`src/rtl/argmax_pkg.sv`:
```
// Shared types and helpers for the top-2 argmax scanner: FSM encoding,
// the per-configuration minimum value and the "beats" ordering.
package argmax_pkg;

  // Widest score word the helpers handle; callers widen into and narrow out of this.
  localparam int MAX_W = 64;

  typedef enum logic [1:0] {
    IDLE  = 2'd0,
    ISSUE = 2'd1,
    DRAIN = 2'd2,
    DONE  = 2'd3
  } state_t;

  // Smallest representable score: 100..0 when signed, all zeros when unsigned.
  function automatic logic [MAX_W-1:0] minv(input int data_w, input bit signed_cmp);
    logic [MAX_W-1:0] m;
    m = '0;
    if (signed_cmp) m[data_w-1] = 1'b1;
    return m;
  endfunction

  // Operands must already be sign- or zero-extended to MAX_W to match signed_cmp.
  function automatic logic beats(input logic [MAX_W-1:0] a, input logic [MAX_W-1:0] b,
                                 input bit signed_cmp, input bit tie_last);
    logic gt;
    gt = signed_cmp ? ($signed(a) > $signed(b)) : (a > b);
    return gt || (tie_last && (a == b));
  endfunction

endpackage

```
`src/rtl/argmax_top2_update.sv`:
```
// Combinational next state of the {best, second} pairs after one sample.
// Kept standalone so a multi-lane variant can chain several of these.
module argmax_top2_update
  import argmax_pkg::*;
#(
  parameter int DATA_W     = 32,
  parameter int ADDR_W     = 4,
  parameter int SIGNED_CMP = 1,
  parameter int TIE_LAST   = 0
) (
  input  logic              vld,
  input  logic [DATA_W-1:0] val,
  input  logic [ADDR_W-1:0] idx,
  input  logic              best_ok,
  input  logic [DATA_W-1:0] best_val,
  input  logic [ADDR_W-1:0] best_idx,
  input  logic              sec_ok,
  input  logic [DATA_W-1:0] sec_val,
  input  logic [ADDR_W-1:0] sec_idx,
  output logic              nxt_best_ok,
  output logic [DATA_W-1:0] nxt_best_val,
  output logic [ADDR_W-1:0] nxt_best_idx,
  output logic              nxt_sec_ok,
  output logic [DATA_W-1:0] nxt_sec_val,
  output logic [ADDR_W-1:0] nxt_sec_idx
);

  function automatic logic [MAX_W-1:0] widen(input logic [DATA_W-1:0] x);
    if (SIGNED_CMP != 0) return MAX_W'($signed(x));
    return MAX_W'(x);
  endfunction

  logic win_best;
  logic win_sec;

  always_comb begin
    // NOTE: every output gets its hold value first, so no path can infer a latch.
    nxt_best_ok  = best_ok;
    nxt_best_val = best_val;
    nxt_best_idx = best_idx;
    nxt_sec_ok   = sec_ok;
    nxt_sec_val  = sec_val;
    nxt_sec_idx  = sec_idx;
    win_best = beats(widen(val), widen(best_val), SIGNED_CMP != 0, TIE_LAST != 0);
    win_sec  = beats(widen(val), widen(sec_val), SIGNED_CMP != 0, TIE_LAST != 0);
    // Valid flags, not the value compare, admit the first samples (MINV is a real score).
    if (vld) begin
      if (!best_ok || win_best) begin
        nxt_sec_ok   = best_ok;
        nxt_sec_val  = best_val;
        nxt_sec_idx  = best_idx;
        nxt_best_ok  = 1'b1;
        nxt_best_val = val;
        nxt_best_idx = idx;
      end else if (!sec_ok || win_sec) begin
        nxt_sec_ok  = 1'b1;
        nxt_sec_val = val;
        nxt_sec_idx = idx;
      end
    end
  end

endmodule

```
`src/rtl/argmax_top2_stream.sv`:
```
// Scans a synchronous-read score memory and reports the best and runner-up
// index/value pairs through a start/busy/done handshake.
module argmax_top2_stream
  import argmax_pkg::*;
#(
  parameter int DATA_W     = 32,
  parameter int ADDR_W     = 4,
  parameter int RD_LAT     = 1,
  parameter int SIGNED_CMP = 1,
  parameter int TIE_LAST   = 0
) (
  input  logic              clk,
  input  logic              resetn,
  input  logic              start,
  input  logic [ADDR_W:0]   size,
  output logic              rd_en,
  output logic [ADDR_W-1:0] rd_addr,
  input  logic [DATA_W-1:0] rd_data,
  output logic              busy,
  output logic              done,
  output logic              empty,
  output logic [ADDR_W-1:0] best_idx,
  output logic [DATA_W-1:0] best_val,
  output logic [ADDR_W-1:0] second_idx,
  output logic [DATA_W-1:0] second_val,
  output logic              second_vld
);

  localparam logic [MAX_W-1:0]  MINV_X = minv(DATA_W, SIGNED_CMP != 0);
  localparam logic [DATA_W-1:0] MINV   = MINV_X[DATA_W-1:0];
  localparam logic [ADDR_W:0]   DEPTH  = {1'b1, {ADDR_W{1'b0}}};

  state_t            state;
  logic [ADDR_W:0]   size_q;
  logic [ADDR_W:0]   size_c;

  logic [RD_LAT-1:0] tag_vld;
  logic [ADDR_W-1:0] tag_idx   [RD_LAT];
  logic [RD_LAT:0]   vld_chain;
  logic [ADDR_W-1:0] idx_chain [RD_LAT+1];

  logic              cur_b_ok, cur_s_ok, nxt_b_ok, nxt_s_ok;
  logic [DATA_W-1:0] cur_b_val, cur_s_val, nxt_b_val, nxt_s_val;
  logic [ADDR_W-1:0] cur_b_idx, cur_s_idx, nxt_b_idx, nxt_s_idx;

  assign size_c    = (size > DEPTH) ? DEPTH : size;
  assign busy      = (state != IDLE);
  assign vld_chain = {tag_vld, rd_en};

  always_comb begin
    idx_chain[0] = rd_addr;
    for (int i = 0; i < RD_LAT; i++) idx_chain[i+1] = tag_idx[i];
  end

  // Tag stage RD_LAT-1 lines up with the word arriving on rd_data this cycle.
  always_ff @(posedge clk or negedge resetn) begin
    // NOTE: tags carry an async reset so a mid-scan reset flushes in-flight returns.
    if (!resetn) begin
      tag_vld <= '0;
      for (int i = 0; i < RD_LAT; i++) tag_idx[i] <= '0;
    end else begin
      tag_vld <= vld_chain[RD_LAT-1:0];
      for (int i = 0; i < RD_LAT; i++) tag_idx[i] <= idx_chain[i];
    end
  end

  argmax_top2_update #(
    .DATA_W    (DATA_W),
    .ADDR_W    (ADDR_W),
    .SIGNED_CMP(SIGNED_CMP),
    .TIE_LAST  (TIE_LAST)
  ) u_update (
    .vld         (tag_vld[RD_LAT-1]),
    .val         (rd_data),
    .idx         (tag_idx[RD_LAT-1]),
    .best_ok     (cur_b_ok),
    .best_val    (cur_b_val),
    .best_idx    (cur_b_idx),
    .sec_ok      (cur_s_ok),
    .sec_val     (cur_s_val),
    .sec_idx     (cur_s_idx),
    .nxt_best_ok (nxt_b_ok),
    .nxt_best_val(nxt_b_val),
    .nxt_best_idx(nxt_b_idx),
    .nxt_sec_ok  (nxt_s_ok),
    .nxt_sec_val (nxt_s_val),
    .nxt_sec_idx (nxt_s_idx)
  );

  always_ff @(posedge clk or negedge resetn) begin
    if (!resetn) begin
      state      <= IDLE;
      size_q     <= '0;
      rd_en      <= 1'b0;
      rd_addr    <= '0;
      done       <= 1'b0;
      empty      <= 1'b0;
      cur_b_ok   <= 1'b0;
      cur_b_val  <= MINV;
      cur_b_idx  <= '0;
      cur_s_ok   <= 1'b0;
      cur_s_val  <= MINV;
      cur_s_idx  <= '0;
      best_idx   <= '0;
      best_val   <= MINV;
      second_idx <= '0;
      second_val <= MINV;
      second_vld <= 1'b0;
    end else begin
      // NOTE: non-blocking throughout; the later clear in IDLE overrides this default update.
      done      <= 1'b0;
      cur_b_ok  <= nxt_b_ok;
      cur_b_val <= nxt_b_val;
      cur_b_idx <= nxt_b_idx;
      cur_s_ok  <= nxt_s_ok;
      cur_s_val <= nxt_s_val;
      cur_s_idx <= nxt_s_idx;
      case (state)
        IDLE: if (start) begin
          size_q    <= size_c;
          empty     <= 1'b0;
          cur_b_ok  <= 1'b0;
          cur_b_val <= MINV;
          cur_b_idx <= '0;
          cur_s_ok  <= 1'b0;
          cur_s_val <= MINV;
          cur_s_idx <= '0;
          // An empty scan passes through DRAIN for one cycle so done lands in cycle 2.
          if (size_c != '0) begin
            state   <= ISSUE;
            rd_en   <= 1'b1;
            rd_addr <= '0;
          end else begin
            state <= DRAIN;
          end
        end
        ISSUE: begin
          if ({1'b0, rd_addr} == size_q - 1'b1) begin
            rd_en   <= 1'b0;
            rd_addr <= '0;
            state   <= DRAIN;
          end else begin
            rd_addr <= rd_addr + 1'b1;
          end
        end
        DRAIN: if (tag_vld == '0) begin
          state      <= DONE;
          done       <= 1'b1;
          empty      <= (size_q == '0);
          best_idx   <= cur_b_idx;
          best_val   <= cur_b_val;
          second_idx <= cur_s_idx;
          second_val <= cur_s_val;
          second_vld <= cur_s_ok;
        end
        DONE:    state <= IDLE;
        default: state <= IDLE;
      endcase
    end
  end

endmodule

```
`config.mk`:
```
export PLATFORM = sky130hd
export DESIGN_NAME = argmax_top2_stream
export DESIGN_NICKNAME = d
export VERILOG_FILES = /design/src/rtl/argmax_pkg.sv /design/src/rtl/argmax_top2_update.sv /design/src/rtl/argmax_top2_stream.sv
export SDC_FILE = /design/constraint.sdc
export NUM_CORES = 1
export LEC_CHECK = 0
export BUFFER_PORTS_ARGS = -buffer_cell sky130_fd_sc_hd__buf_2
export CORE_MARGIN = 5
export CORE_UTILIZATION = 60
export CTS_BUF_LIST = sky130_fd_sc_hd__clkbuf_8
export DETAILED_ROUTE_END_ITERATION = 10
export PLACE_DENSITY_LB_ADDON = 0.3
export RECOVER_POWER = 50
export SYNTH_ARGS = -nofsm -noshare
export SYNTH_HDL_FRONTEND = slang
export SYNTH_SLANG_ARGS = --single-unit
export TNS_END_PERCENT = 100
```
`constraint.sdc`:
```
create_clock -name clk -period 3.9 [get_ports clk]
set_input_delay 0.78 -clock clk [delete_from_list [all_inputs] [get_ports clk]]
set_output_delay 0.78 -clock clk [all_outputs]
set_load 0.02 [all_outputs]
```
**After elaboration in Yosys (flattened, before gate mapping)**

Cells that the tools add are included.
Widths: inputs -> output; s select.

- Add/sub/neg operators: 2
- Multipliers: 0
- Div/mod/pow operators: 0
- $lt $le $gt $ge: 3
- Equal/unequal tests: 8
- Shift operators: 0
- Multiplexer cells: 46
- Bitwise gates (word level): 1
- Reduce and logical (&&, ||, !) cells: 16

Operators by type and width:

| kind | number |
|---|---|
| $mux 32 | 9 |
| $gt 32x32->1 | 2 |
| $mux 4 | 12 |
| $mux 1 | 16 |
| $reduce_and 3->1 | 3 |
| $mux 2 | 4 |
| $ne 2x2->1 const B | 4 |
| $pmux 2 s4 | 1 |
| $pmux 4 s2 | 1 |
| $reduce_bool 2->1 | 3 |
| $eq 4x5->1 | 1 |
| $gt 5x5->1 const B | 1 |
| $logic_not 5->1 | 1 |
| $mux 5 | 1 |
| $reduce_bool 5->1 | 1 |
| $sub 5x1->5 const B | 1 |
| $add 4x1->4 const B | 1 |
| $eq 2x2->1 const B | 2 |
| $pmux 1 s2 | 2 |
| $reduce_and 2->1 | 2 |
| $reduce_and 4->1 | 1 |
| $eq 2x1->1 const B | 1 |
| $logic_not 1->1 | 2 |
| $logic_not 2->1 | 1 |
| other kinds (2) | 3 |

- Register bits: 166
- Latch bits: 0
- Bits in writable memories: 0
- Bits in read-only memories: 0
- Input bits: 40
- Output and inout bits: 81
- Logic and storage cells: 95
- Memories: 0

**Depth between registers and ports, before layout**

Gate-level depths: netlist of the first run.

- Depth in word-level cells: 7
- Mapped depth: 12
- Gate-level depth less buffers: 10

**By module**

Synthesis of the first run repeated with hierarchy kept, for this count alone.

- Cells, all modules: 777
- Area total of the unflattened synthesis: 8,894.8 um^2

Modules (own cells, without submodules):

| module | times used | cells an instance | area each (um^2) | seq. area each (um^2) |
|---|---|---|---|---|
| argmax_top2_stream | 1 | 402 | 6,053.3 | 4,159.0 |
| argmax_top2_update | 1 | 375 | 2,841.5 | 0.0 |

**Worst setup path after synthesis of the first run**

Ideal clock, no wire load.

- Path kind: in2reg
- From: input port rd_data[14]
- To: register cur_b_val[10]
- Setup time: 132 ps
- Arrival time: 2,830 ps
- Required time: 3,768 ps
- Setup slack: 939 ps
- Stages: 11
- Path buffers: 2
- Cell sequence: ha_1 > a21oi_1 > nand2_1 > a21o_1 > o41a_1 > o211ai_4 > nand2b_1 > buf_4 > buf_6 > mux2i_1 > nor2_1

- Word-level cells in the longest chain between the ends: 6

RTL lines:

| item | line | source |
|---|---|---|
| start: declaration | argmax_top2_stream.sv:18 | `input logic [DATA_W-1:0] rd_data,` |
| $gt 32x32->1 (*) | argmax_pkg.sv:27 | `gt = signed_cmp ? ($signed(a) > $signed(b)) : (a > b);` |
| $logic_or 1x1->1 (*) | argmax_top2_update.sv:48 | `if (!best_ok \|\| win_best) begin` |
| $mux 32 (*) | argmax_top2_update.sv:48 |  |
| $mux 32 (*) | argmax_top2_update.sv:47 | `if (vld) begin` |
| $mux 32 | argmax_top2_stream.sv:119 | `IDLE: if (start) begin` |
| $mux 32 (*) | argmax_top2_stream.sv:118 | `case (state)` |
| end signal: assignment | argmax_top2_stream.sv:113 | `cur_b_val <= nxt_b_val;` |
| end: declaration | argmax_top2_stream.sv:43 | `logic [DATA_W-1:0] cur_b_val, cur_s_val, nxt_b_val, nxt_s_val;` |

Mark *: on every way between the ends. The rest lies on a longest branch, timed or not.
A chain may end at the register's enable or synchronous reset.

**Worst setup path after layout of the first run**

- From: input port rd_data[7]
- To: register cur_s_idx[3]

- Word-level cells in the longest chain between the ends: 7
- Elaborated cells between the ends (all ways): 9
- Classes of those cells: 2 x order compare; 5 x mux; 2 x reduce/logical

RTL lines:

| item | line | source |
|---|---|---|
| $gt 32x32->1 | argmax_pkg.sv:27 |  |
| $logic_or 1x1->1 | argmax_top2_update.sv:55 | `end else if (!sec_ok \|\| win_sec) begin` |
| $mux 4 | argmax_top2_update.sv:55 |  |
| $mux 4 (*) | argmax_top2_update.sv:48 |  |
| $mux 4 (*) | argmax_top2_update.sv:47 |  |
| $mux 4 | argmax_top2_stream.sv:119 |  |
| $mux 4 (*) | argmax_top2_stream.sv:118 |  |
| end signal: assignment | argmax_top2_stream.sv:117 | `cur_s_idx <= nxt_s_idx;` |
| end: declaration | argmax_top2_stream.sv:44 | `logic [ADDR_W-1:0] cur_b_idx, cur_s_idx, nxt_b_idx, nxt_s_idx;` |

Marked as above.

==> results of run 1 <==
report_power, final:
part	internal (mW)	total (mW)	switching, mW
Clock	0.730	1.33	0.604
Combinational	1.40	3.78	2.38
Sequential	2.40	2.81	0.405
kinds of logic after synthesis:
kind of cell             after synthesis
flip-flops                           166
XOR/XNOR                               6
buffers and inverters                115
adder cells (fa/ha/maj)               70
AND/OR/NAND/NOR                      263
AO/OA/AOI/OAI                        180
multiplexers                          37
layout make-up:
class	instances	share of cell area
clock buffer	23	0.0334
multi-input combinational	556	0.389
timing repair buffer	128	0.0708
antenna	1	0.000264
inverter	76	0.0301
tap	180	0.0238
sequential	166	0.439
clock inverter	9	0.0130
cell usage in the layout (no fill, tap or decap), drive strengths merged, types with 2 or more instances in the layout:
cell,count
a21oi,30
mux2i,36
a21o,3
nor4,2
nand2,125
inv,78
clkbuf,27
and2,6
xnor2,5
dfstp,4
a221oi,2
nand2b,2
or3,2
nor2b,4
o22ai,2
dfrtp,162
nor3,36
clkinv,2
buf,124
o21ai,85
nand3,10
ha,70
nand3b,4
and4,2
o211ai,8
a211oi,5
nand4,17
a221o,35
bufinv,3
clkinvlp,2
nor2,50
metrics by stage:
stage               power [mW]  worst slack, ns  hold WS, ns  cells
floorplan                 5.54            0.939        0.440    837
global placement          6.49            0.234        0.378   1106
detailed placement        6.61            0.165        0.381   1106
CTS                       7.96            0.579        0.367   1138
global route              8.54            0.276        0.431   1139
finish                    7.92            0.530        0.399   1139
worst paths after layout:
path,to,slack [ns],cells after the start
setup / recovery,cur_s_idx[3]$_DFF_PN0_,0.53,10
hold / removal,tag_vld$_DFF_PN0_,0.40,0
setup reg to reg,cur_s_idx[3]$_DFF_PN0_,0.55,10
hold reg to reg,tag_vld$_DFF_PN0_,0.40,0
max in group asynchronous,cur_b_val[24]$_DFF_PN0_,0.90,2
min in group asynchronous,second_val[7]$_DFFE_PN0P_,0.86,1
registers in the layout (all words and copies together) (netlist names), 2 cells and up:
| signal | flops |
|---|---|
| best_val | 32 |
| cur_b_val | 32 |
| cur_s_val | 32 |
| second_val | 32 |
| size_q | 5 |
| best_idx | 4 |
| cur_b_idx | 4 |
| cur_s_idx | 4 |
| rd_addr | 4 |
| second_idx | 4 |
| tag_idx | 4 |
| state | 2 |
worst register-to-register path: cells and delay by family (launching register included):
family	cells	cell delay (ns)
flip-flops	1	0.55
buffers and inverters	1	0.06
AND/OR/NAND/NOR	3	0.44
adder cells (fa/ha/maj)	1	0.33
AO/OA/AOI/OAI	5	1.92
per-layer routing:
metal / global-route usage / wire length (µm) / part of all wire / up-vias
met5: 0 / 0 / 0 / -
met2: 0.376 / 8690 / 0.46 / 200
met3: 0.0496 / 1150 / 0.060 / 32
met1: 0.345 / 8820 / 0.46 / 3117
met4: 0.0924 / 415 / 0.022 / 0
li1: - / - / - / 3145
==> impl_metrics.csv, run 1 <==
group,metric,value,unit
finish,nFillCells,1102,
global_routing,overflow,0,
synth,syn_inst,837,
synth,yosys-top-cells-count,"dfrtp_1 (162), nand2_1 (125), o21ai_0 (82), inv_1 (76), ha_1 (70)",
route,vias,6494,
sta,tightest_slew,1.98,ns
clocking,cts.sinks,166,
clocking,cts_setup_buffers,0,
route,initialDrtViolationCount,508,
finish,fin_util,0.687,
route,viasPerCell,5.70,
synth,synth_compound_area_frac,0.145,
clocking,ctsRootBufferMaster,"clkbuf_8",
global_routing,grt_pass1_vias,6420,
synth,synth_ff_type,"dfrtp_1",
synth,synth_edf_count,0,
power_and_ir_drop,p_leak,4.84,nW
power_and_ir_drop,p_per_area,836,nW/µm²
finish,drive_above_1_share,0.177,
setup_path,path_cells,"buf_2, ha_1, a21oi_1, o21ai_1, a221oi_1, o211ai_1, a211oi_2, o211ai_2, a21oi_4, a221o_1",
floorplanning,fp-row-count,43,
setup_path,critPathLaunchType,"input pin",
global_routing,grt_pass1_wl,32000,µm
synth,synth_top_family_by_area,"compound AO/OA/AOI/OAI gates",
synth,async_reset_ff_frac,1.00,
synth,synth_area_leaders,"dfrtp_1 (49%), ha_1 (11%), nand2_1 (5.6%)",
sta,finalCritPeriodShare,0.864,
clocking,clk_latency,0.46,ns
setup_path,rr_startpoint,"cur_b_val[31]$_DFF_PN1_",
setup_path,crit_fanout,35,
floorplanning,die_area,16300,µm²
synth,synth_seq_cells,166,
setup_path,critPathTopFamily,"compound AO/OA/AOI/OAI gates",
synth,yosys_warnings,0,
global_routing,antenna_found_initial,1,
finish,fin_nets,1055,
synth,yosys.cell_count.top_type,"dfrtp_1",
setup_path,max_stage_delay,0.92,ns
global_routing,grt_max_degree,85,
synth,yosys.area_share.xor_xnor,0.00631,
floorplanning,die_h,128,µm
synth,synth_cell_types,51,
placement,dp_hpwl,13400,µm
finish,synthToLayoutAreaGrowth,13.6,%
synth,syn_nets,947,
synth,synth_mux_area_frac,0.0446,
setup_path,crit_buf_inv,1,
route,wire_per_inst,16.8,µm
synth,synth_top_area_cell,"dfrtp_1",
hold_path,worstHoldStart,"rd_en$_DFFE_PN0P_",
floorplanning,die_w,128,µm
setup_path,critical_path_class,"in2reg",
synth,yosysTopAreaCellShare,0.486,
synth,yosys.area_share.simple,0.140,
placement,gp_congestion,0.835,
finish,regArea,4160,µm²
finish,fin_area,9470,µm²
sta,fin_crit,3.37,ns
route,drc,0,
sta,max_freq,297,MHz
clocking,clkTransAtPathRegs,0.09,ns
synth,yosysSeqAreaShare,0.499,
floorplanning,core_area,13800,µm²
setup_path,cpMaxStageDelayCell,"a21oi_4",
clocking,clk_path_buf_depth,2,
job,drv_cap,1,
power_and_ir_drop,peakVddDrop,0.000555,V
status,outcome,"finished, violations left",
global_routing,globalRouteTotalUtil,0.245,
status,violations,"max-capacitance violations, max-slew violations",
sta,hold_viol_final,0,
clocking,cts_made_buffers,17,
sta,finClkSkew,0.0113,ns
route,ant_nets,0,
setup_path,end_kind,"flop",
route,routed_wl,19100,µm
sta,setup_tns,0,ns
setup_path,required,4.29,ns
clocking,cts_tree,"yes",
floorplanning,initial_core_util,0.605,
sta,relSlewSlack,-0.319,
placement,port_buffers,120,
synth,synth_area_per_cell,9.96,µm²
setup_path,cp-startpoint,"rd_data[7]",
sta,drv_slew,84,
placement,placed_area,9050,µm²
floorplanning,io-pin-count,121,
clocking,postCtsHoldBufs,0,
finish,multi_input_area,3690,µm²
clocking,cts.repair.resized,0,
sta,rsz0062_at_grt,"no",
clocking,htreeDepth,4,
sta,setup_viol_count_final,0,
synth,netlist_area,8330,µm²
setup_path,arrival,3.76,ns
hold_path,min_path_type,"reg2reg",
synth,synthAdderAreaFrac,0.105,
route,drt-pass1-iter-count,6,
(Power assumes the default switching activity.)
==> run 2: changes to the inputs <==
--- a/config.mk
+++ b/config.mk
@@ -7,9 +7,10 @@
 export LEC_CHECK = 0
 export BUFFER_PORTS_ARGS = -buffer_cell sky130_fd_sc_hd__buf_2
 export CORE_MARGIN = 5
-export CORE_UTILIZATION = 60
+export CORE_UTILIZATION = 59
 export CTS_BUF_LIST = sky130_fd_sc_hd__clkbuf_8
 export DETAILED_ROUTE_END_ITERATION = 10
+export MAX_ROUTING_LAYER = met4
 export PLACE_DENSITY_LB_ADDON = 0.3
 export RECOVER_POWER = 50
 export SYNTH_ARGS = -nofsm -noshare
==> constraint.sdc (replaced) <==
create_clock -name clk -period 3.22 [get_ports clk]
set_input_delay 0.644 -clock clk [delete_from_list [all_inputs] [get_ports clk]]
set_output_delay 0.644 -clock clk [all_outputs]
set_load 0.02 [all_outputs]
==> run 2 against run 1 <==
The flow still finishes with violations (max-capacitance violations, max-slew violations). Final cell count rose by 3.8%. Routed wire length rose by 7.8%. Critical path depth did not move. Worst setup slack got worse by 0.38 ns. Global-route usage rose by 1.9 points.
==> impl_metrics.csv, run 2 (synthesis results as in run 1) <==
group,metric,value,unit
sta,relSlewSlack,-0.312,
setup_path,path_cells,"inv_1, ha_1, nand4_1, nor3_1, nor3b_2, buf_4, a211oi_2, o21ai_0, and4_4, a221o_1",
job,drv_cap,1,
clocking,postCtsHoldBufs,0,
clocking,cts.sinks,166,
finish,n_antenna_cell,0,
route,drt-pass1-iter-count,5,
route,vias,6716,
global_routing,grt_pass1_vias,6660,
setup_path,critPathTopFamily,"simple AND/OR/NAND/NOR gates",
finish,fin_nets,1100,
hold_path,whs_path_depth,3,
clocking,ctsRootBufferMaster,"clkbuf_8",
status,outcome,"finished, violations left",
setup_path,path_depth,10,
setup_path,critical_path_class,"reg2reg",
power_and_ir_drop,p_per_area,997,nW/µm²
floorplanning,die_w,129,µm
placement,gp_congestion,0.874,
sta,drv_slew,79,
sta,hold_viol_final,0,
setup_path,crit_buf_inv,2,
floorplanning,die_area,16600,µm²
global_routing,grt_max_degree,79,
setup_path,max_stage_delay,0.57,ns
clocking,clk_latency,0.45,ns
clocking,cts_tree,"yes",
placement,post-place-ws,-0.366,ns
route,routed_wl,20600,µm
finish,fin_util,0.703,
setup_path,r2r_setup_slack,0.15,ns
global_routing,grt_pass1_wl,33500,µm
route,initialDrtViolationCount,487,
finish,stdcell_count,1182,
setup_path,end_kind,"flop",
clocking,cts_made_buffers,17,
route,wire_per_inst,17.4,µm
floorplanning,initial_core_util,0.600,
sta,fin_crit,3.07,ns
sta,setup_viol_count_final,0,
route,drc,0,
floorplanning,fp-row-count,43,
route,viasPerCell,5.68,
placement,dp_hpwl,14500,µm
sta,finalCritPeriodShare,0.955,
status,violations,"max-capacitance violations, max-slew violations",
clocking,clkTransAtPathRegs,0.08,ns
finish,layout_common_cells,"dfrtp_1 (162), nand2_1 (125), buf_2 (100)",
setup_path,crit_fanout,35,
route,ant_nets,0,
power_and_ir_drop,peakVddDrop,0.000773,V
sta,max_freq,325,MHz
floorplanning,die_h,129,µm
sta,finClkSkew,0.0122,ns
setup_path,required,3.61,ns
global_routing,globalRouteTotalUtil,0.264,
floorplanning,core_area,13900,µm²
setup_path,worstRegToRegCells,10,
setup_path,arrival,3.46,ns
power_and_ir_drop,p_leak,4.97,nW
placement,place_inst,1149,
finish,drive_above_1_share,0.196,
setup_path,critPathLaunchType,"flop",
clocking,htreeDepth,4,
finish,nFillCells,1086,
placement,port_buffers,120,
global_routing,overflow,0,
setup_path,cpMaxStageDelayCell,"and4_4",
sta,setup_tns,0,ns
sta,holdWs,0.438,ns
sta,tightest_slew,1.97,ns
sta,timing.final.ws_setup,0.146,ns
clocking,clk_path_buf_depth,2,
floorplanning,io-pin-count,121,
hold_path,min_path_type,"in2reg",
finish,synthToLayoutAreaGrowth,17.0,%
finish,final_common_cell,"dfrtp_1",
global_routing,antenna_found_initial,0,
==> run 2: cell count changes in the layout (fill, tap and decap cells not counted), sizes merged <==
cell    change
inv         +1
bufinv      -1
clkbuf     +17
a21oi       +1
diode       -1
buf        +24
clkinv      +2
==> run 2: power by group <==
group          total, mW  internal, mW  leakage, nW  switching (mW)
clock               1.47         0.735        0.204           0.738
sequential          3.43          2.91         2.17           0.514
combinational       4.82          1.83         2.60            2.99
==> run 2: area by class of cell <==
type	count	area (µm²)	area share
clock buffer	20	275	0.0282
clock inverter	11	110	0.0113
timing repair buffer	172	993	0.102
tap	180	225	0.0231
multi-input combinational	557	3700	0.380
sequential	166	4160	0.426
inverter	76	285	0.0293
==> run 2: path summary, 6_finish.rpt <==
kind / startpoint / to
max in group asynchronous: resetn / cur_s_val[14]$_DFF_PN0_
worst max register to register: cur_s_val[31]$_DFF_PN1_ / cur_s_val[6]$_DFF_PN0_
worst max-delay path: cur_s_val[31]$_DFF_PN1_ / cur_s_val[6]$_DFF_PN0_
worst min-delay path: size[2] / size_q[2]$_DFFE_PN0P_
worst min register to register: rd_en$_DFFE_PN0P_ / tag_vld$_DFF_PN0_
min in group asynchronous: resetn / cur_b_val[9]$_DFF_PN0_
==> run 2: per-layer routing <==
layer  track usage  vias to the layer above  part of all wire
met5             -                        -                 0
met4        0.0673                        0             0.013
met3        0.0540                       25             0.066
met2         0.419                      219              0.49
met1         0.351                     3244              0.43
li1              -                     3228                 -
==> run 2: worst min-delay path, cell delays in order <==
cell      delay [ns]
buf_2           0.09
nand3b_1        0.07
nand2_1         0.06
==> run 2: stage by stage <==
stage	power, mW	cell area [µm²]
2_1_floorplan	6.71	8330
3_3_place_gp	8.00	9370
3_5_place_dp	8.21	9370
4_1_cts	9.73	9770
5_1_grt	10.4	9750
6_report	9.72	9750
==> run 2: repair_timing <==
action,4_1_cts,5_1_grt
setup endpoints to repair,35,18
resized for setup,1,0
setup buffers,0,1
pin swaps,1,1
gates cloned,1,0
==> run 3: changes to the inputs <==
--- a/config.mk
+++ b/config.mk
@@ -11,7 +11,7 @@
 export CTS_BUF_LIST = sky130_fd_sc_hd__clkbuf_8
 export DETAILED_ROUTE_END_ITERATION = 10
 export MAX_ROUTING_LAYER = met4
-export PLACE_DENSITY_LB_ADDON = 0.3
+export PLACE_DENSITY = 0.83
 export RECOVER_POWER = 50
 export SYNTH_ARGS = -nofsm -noshare
 export SYNTH_HDL_FRONTEND = slang
==> run 3 against run 2 <==
The run still ends with max-capacitance violations, max-slew violations left. Clock-buffer cell count grew 1. Final cell count is 0.34% lower. Die area did not move. Total power grew 0.86%. Largest cell class unchanged.
==> impl_metrics.csv, run 3 (synthesis results as in run 1) <==
group,metric,value,unit
power_and_ir_drop,switching_share,0.439,
sta,setup_viol_count_final,0,
placement,dp_hpwl,14600,µm
global_routing,grt_pass1_vias,6788,
sta,holdWs,0.426,ns
clocking,htreeDepth,4,
status,outcome,"finished, violations left",
power_and_ir_drop,peakVddDrop,0.000483,V
sta,timing.final.ws_setup,0.183,ns
floorplanning,io-pin-count,121,
sta,hold_viol_final,0,
route,initialDrtViolationCount,636,
setup_path,required,3.55,ns
floorplanning,die_w,129,µm
sta,relSlewSlack,-0.557,
finish,drive_above_1_share,0.195,
global_routing,grt_pass1_wl,33900,µm
global_routing,overflow,0,
sta,fin_crit,3.04,ns
floorplanning,die_h,129,µm
global_routing,antenna_found_initial,1,
clocking,postCtsHoldBufs,0,
status,violations,"max-capacitance violations, max-slew violations",
setup_path,critPathLaunchType,"flop",
power_and_ir_drop,p_per_area,1010,nW/µm²
power_and_ir_drop,p_leak,4.95,nW
floorplanning,fp-row-count,43,
clocking,clk_path_buf_depth,2,
placement,gp_congestion,0.895,
finish,layout_common_cells,"dfrtp_1 (162), nand2_1 (125), buf_2 (100)",
power_and_ir_drop,p_total,9.80,mW
clocking,ctsRootBufferMaster,"clkbuf_8",
sta,drv_slew,49,
clocking,cts_made_buffers,17,
clocking,cts.sinks,166,
sta,setup_tns,0,ns
placement,post-place-ws,-0.310,ns
placement,port_buffers,120,
clocking,clk_latency,0.46,ns
job,drv_cap,1,
setup_path,critical_path_class,"reg2reg",
power_and_ir_drop,internal-power,5.50,mW
sta,finClkSkew,0.0114,ns
route,viasPerCell,5.80,
finish,fin_nets,1094,
clocking,cts_tree,"yes",
finish,nFillCells,1091,
sta,max_freq,329,MHz
route,vias,6836,
power_and_ir_drop,p_switching,4.30,mW
power_and_ir_drop,pwr-share-clk,0.156,
route,drt-pass1-iter-count,5,
power_and_ir_drop,pwr-share-comb,0.494,
setup_path,arrival,3.37,ns
power_and_ir_drop,pwr-share-seq,0.350,
route,routed_wl,20800,µm
finish,synthToLayoutAreaGrowth,16.9,%
sta,tightest_slew,2.34,ns
hold_path,min_path_type,"reg2reg",
route,ant_nets,0,
finish,final_common_cell,"dfrtp_1",
floorplanning,die_area,16600,µm²
floorplanning,initial_core_util,0.600,
sta,finalCritPeriodShare,0.943,
floorplanning,core_area,13900,µm²
route,wire_per_inst,17.6,µm
global_routing,globalRouteTotalUtil,0.267,
clocking,clkTransAtPathRegs,0.09,ns
setup_path,crit_fanout,23,
global_routing,grt_max_degree,95,
setup_path,end_kind,"flop",
route,drc,0,
## run 3: cell types whose count changed in the layout (fill, tap and decap cells not counted), moves of 2 or more
cell	before	now
buf_4	45	42
clkbuf_2	4	1
clkinv_4	1	3
inv_1	79	76
## run 3: final timing paths
path / slack, ns / cells after the start / start / endpoint
setup / recovery: 0.18 / 11 / cur_b_val[31]$_DFF_PN1_ / cur_s_val[17]$_DFF_PN0_
hold / removal: 0.43 / 0 / rd_en$_DFFE_PN0P_ / tag_vld$_DFF_PN0_
setup reg to reg: 0.18 / 11 / cur_b_val[31]$_DFF_PN1_ / cur_s_val[17]$_DFF_PN0_
hold reg to reg: 0.43 / 0 / rd_en$_DFFE_PN0P_ / tag_vld$_DFF_PN0_
max in group asynchronous: 0.61 / 2 / resetn / cur_b_val[8]$_DFF_PN0_
min in group asynchronous: 1.08 / 1 / resetn / cur_b_val[12]$_DFF_PN0_
## run 3: routing by layer
metal	GRT usage	wire length, µm	share of wire
met4	0.106	533	0.026
met2	0.419	10100	0.49
met1	0.347	8600	0.41
met3	0.0452	1540	0.074
met5	-	0	0
## run 3: timing repair
action                                 4_1_cts  5_1_grt
setup buffers                                0        3
setup endpoints to repair                   35       34
cloned                                       1        1
gates resized for setup                      1        1
pin swaps                                    1        2
endpoints found under the hold margin        0        0
## run 3: power by group through the flow
stage	sequential (mW)	combinational, mW	clock, mW
global placement	3.40	4.55	0
CTS	3.42	4.80	1.55
finish	3.43	4.84	1.53
global route	3.53	5.32	1.64
floorplan	3.82	2.90	0
detailed placement	3.45	4.73	0
## run 3: per-stage QoR
stage / utilization / cell area [µm²] / cells
6_report: 0.702 / 9740 / 1178
5_1_grt: 0.702 / 9740 / 1178
2_1_floorplan: - / 8330 / 837
3_3_place_gp: 0.670 / 9300 / 1140
3_5_place_dp: 0.670 / 9300 / 1140
4_1_cts: 0.701 / 9730 / 1173
## run 3: worst max-delay path, stage by stage, from the launching register on
cell	delay, ns
dfstp_2	0.55
inv_1	0.08
ha_1	0.32
nand4_1	0.19
nor2_1	0.06
a221oi_1	0.34
nand4_1	0.19
o211ai_4	0.21
buf_4	0.23
buf_4	0.33
nor3_1	0.10
a221o_1	0.31
## run 3: cell type report
| cell class | count | area (µm²) | share of cell area |
|---|---|---|---|
| Clock buffer | 21 | 289 | 0.0297 |
| Inverter | 76 | 285 | 0.0293 |
| Sequential cell | 166 | 4160 | 0.427 |
| Tap cell | 180 | 225 | 0.0231 |
| Clock inverter | 11 | 123 | 0.0126 |
| Timing Repair Buffer | 165 | 942 | 0.0967 |
| Antenna cell | 1 | 2.50 | 0.000257 |
| Multi-Input combinational cell | 558 | 3710 | 0.381 |
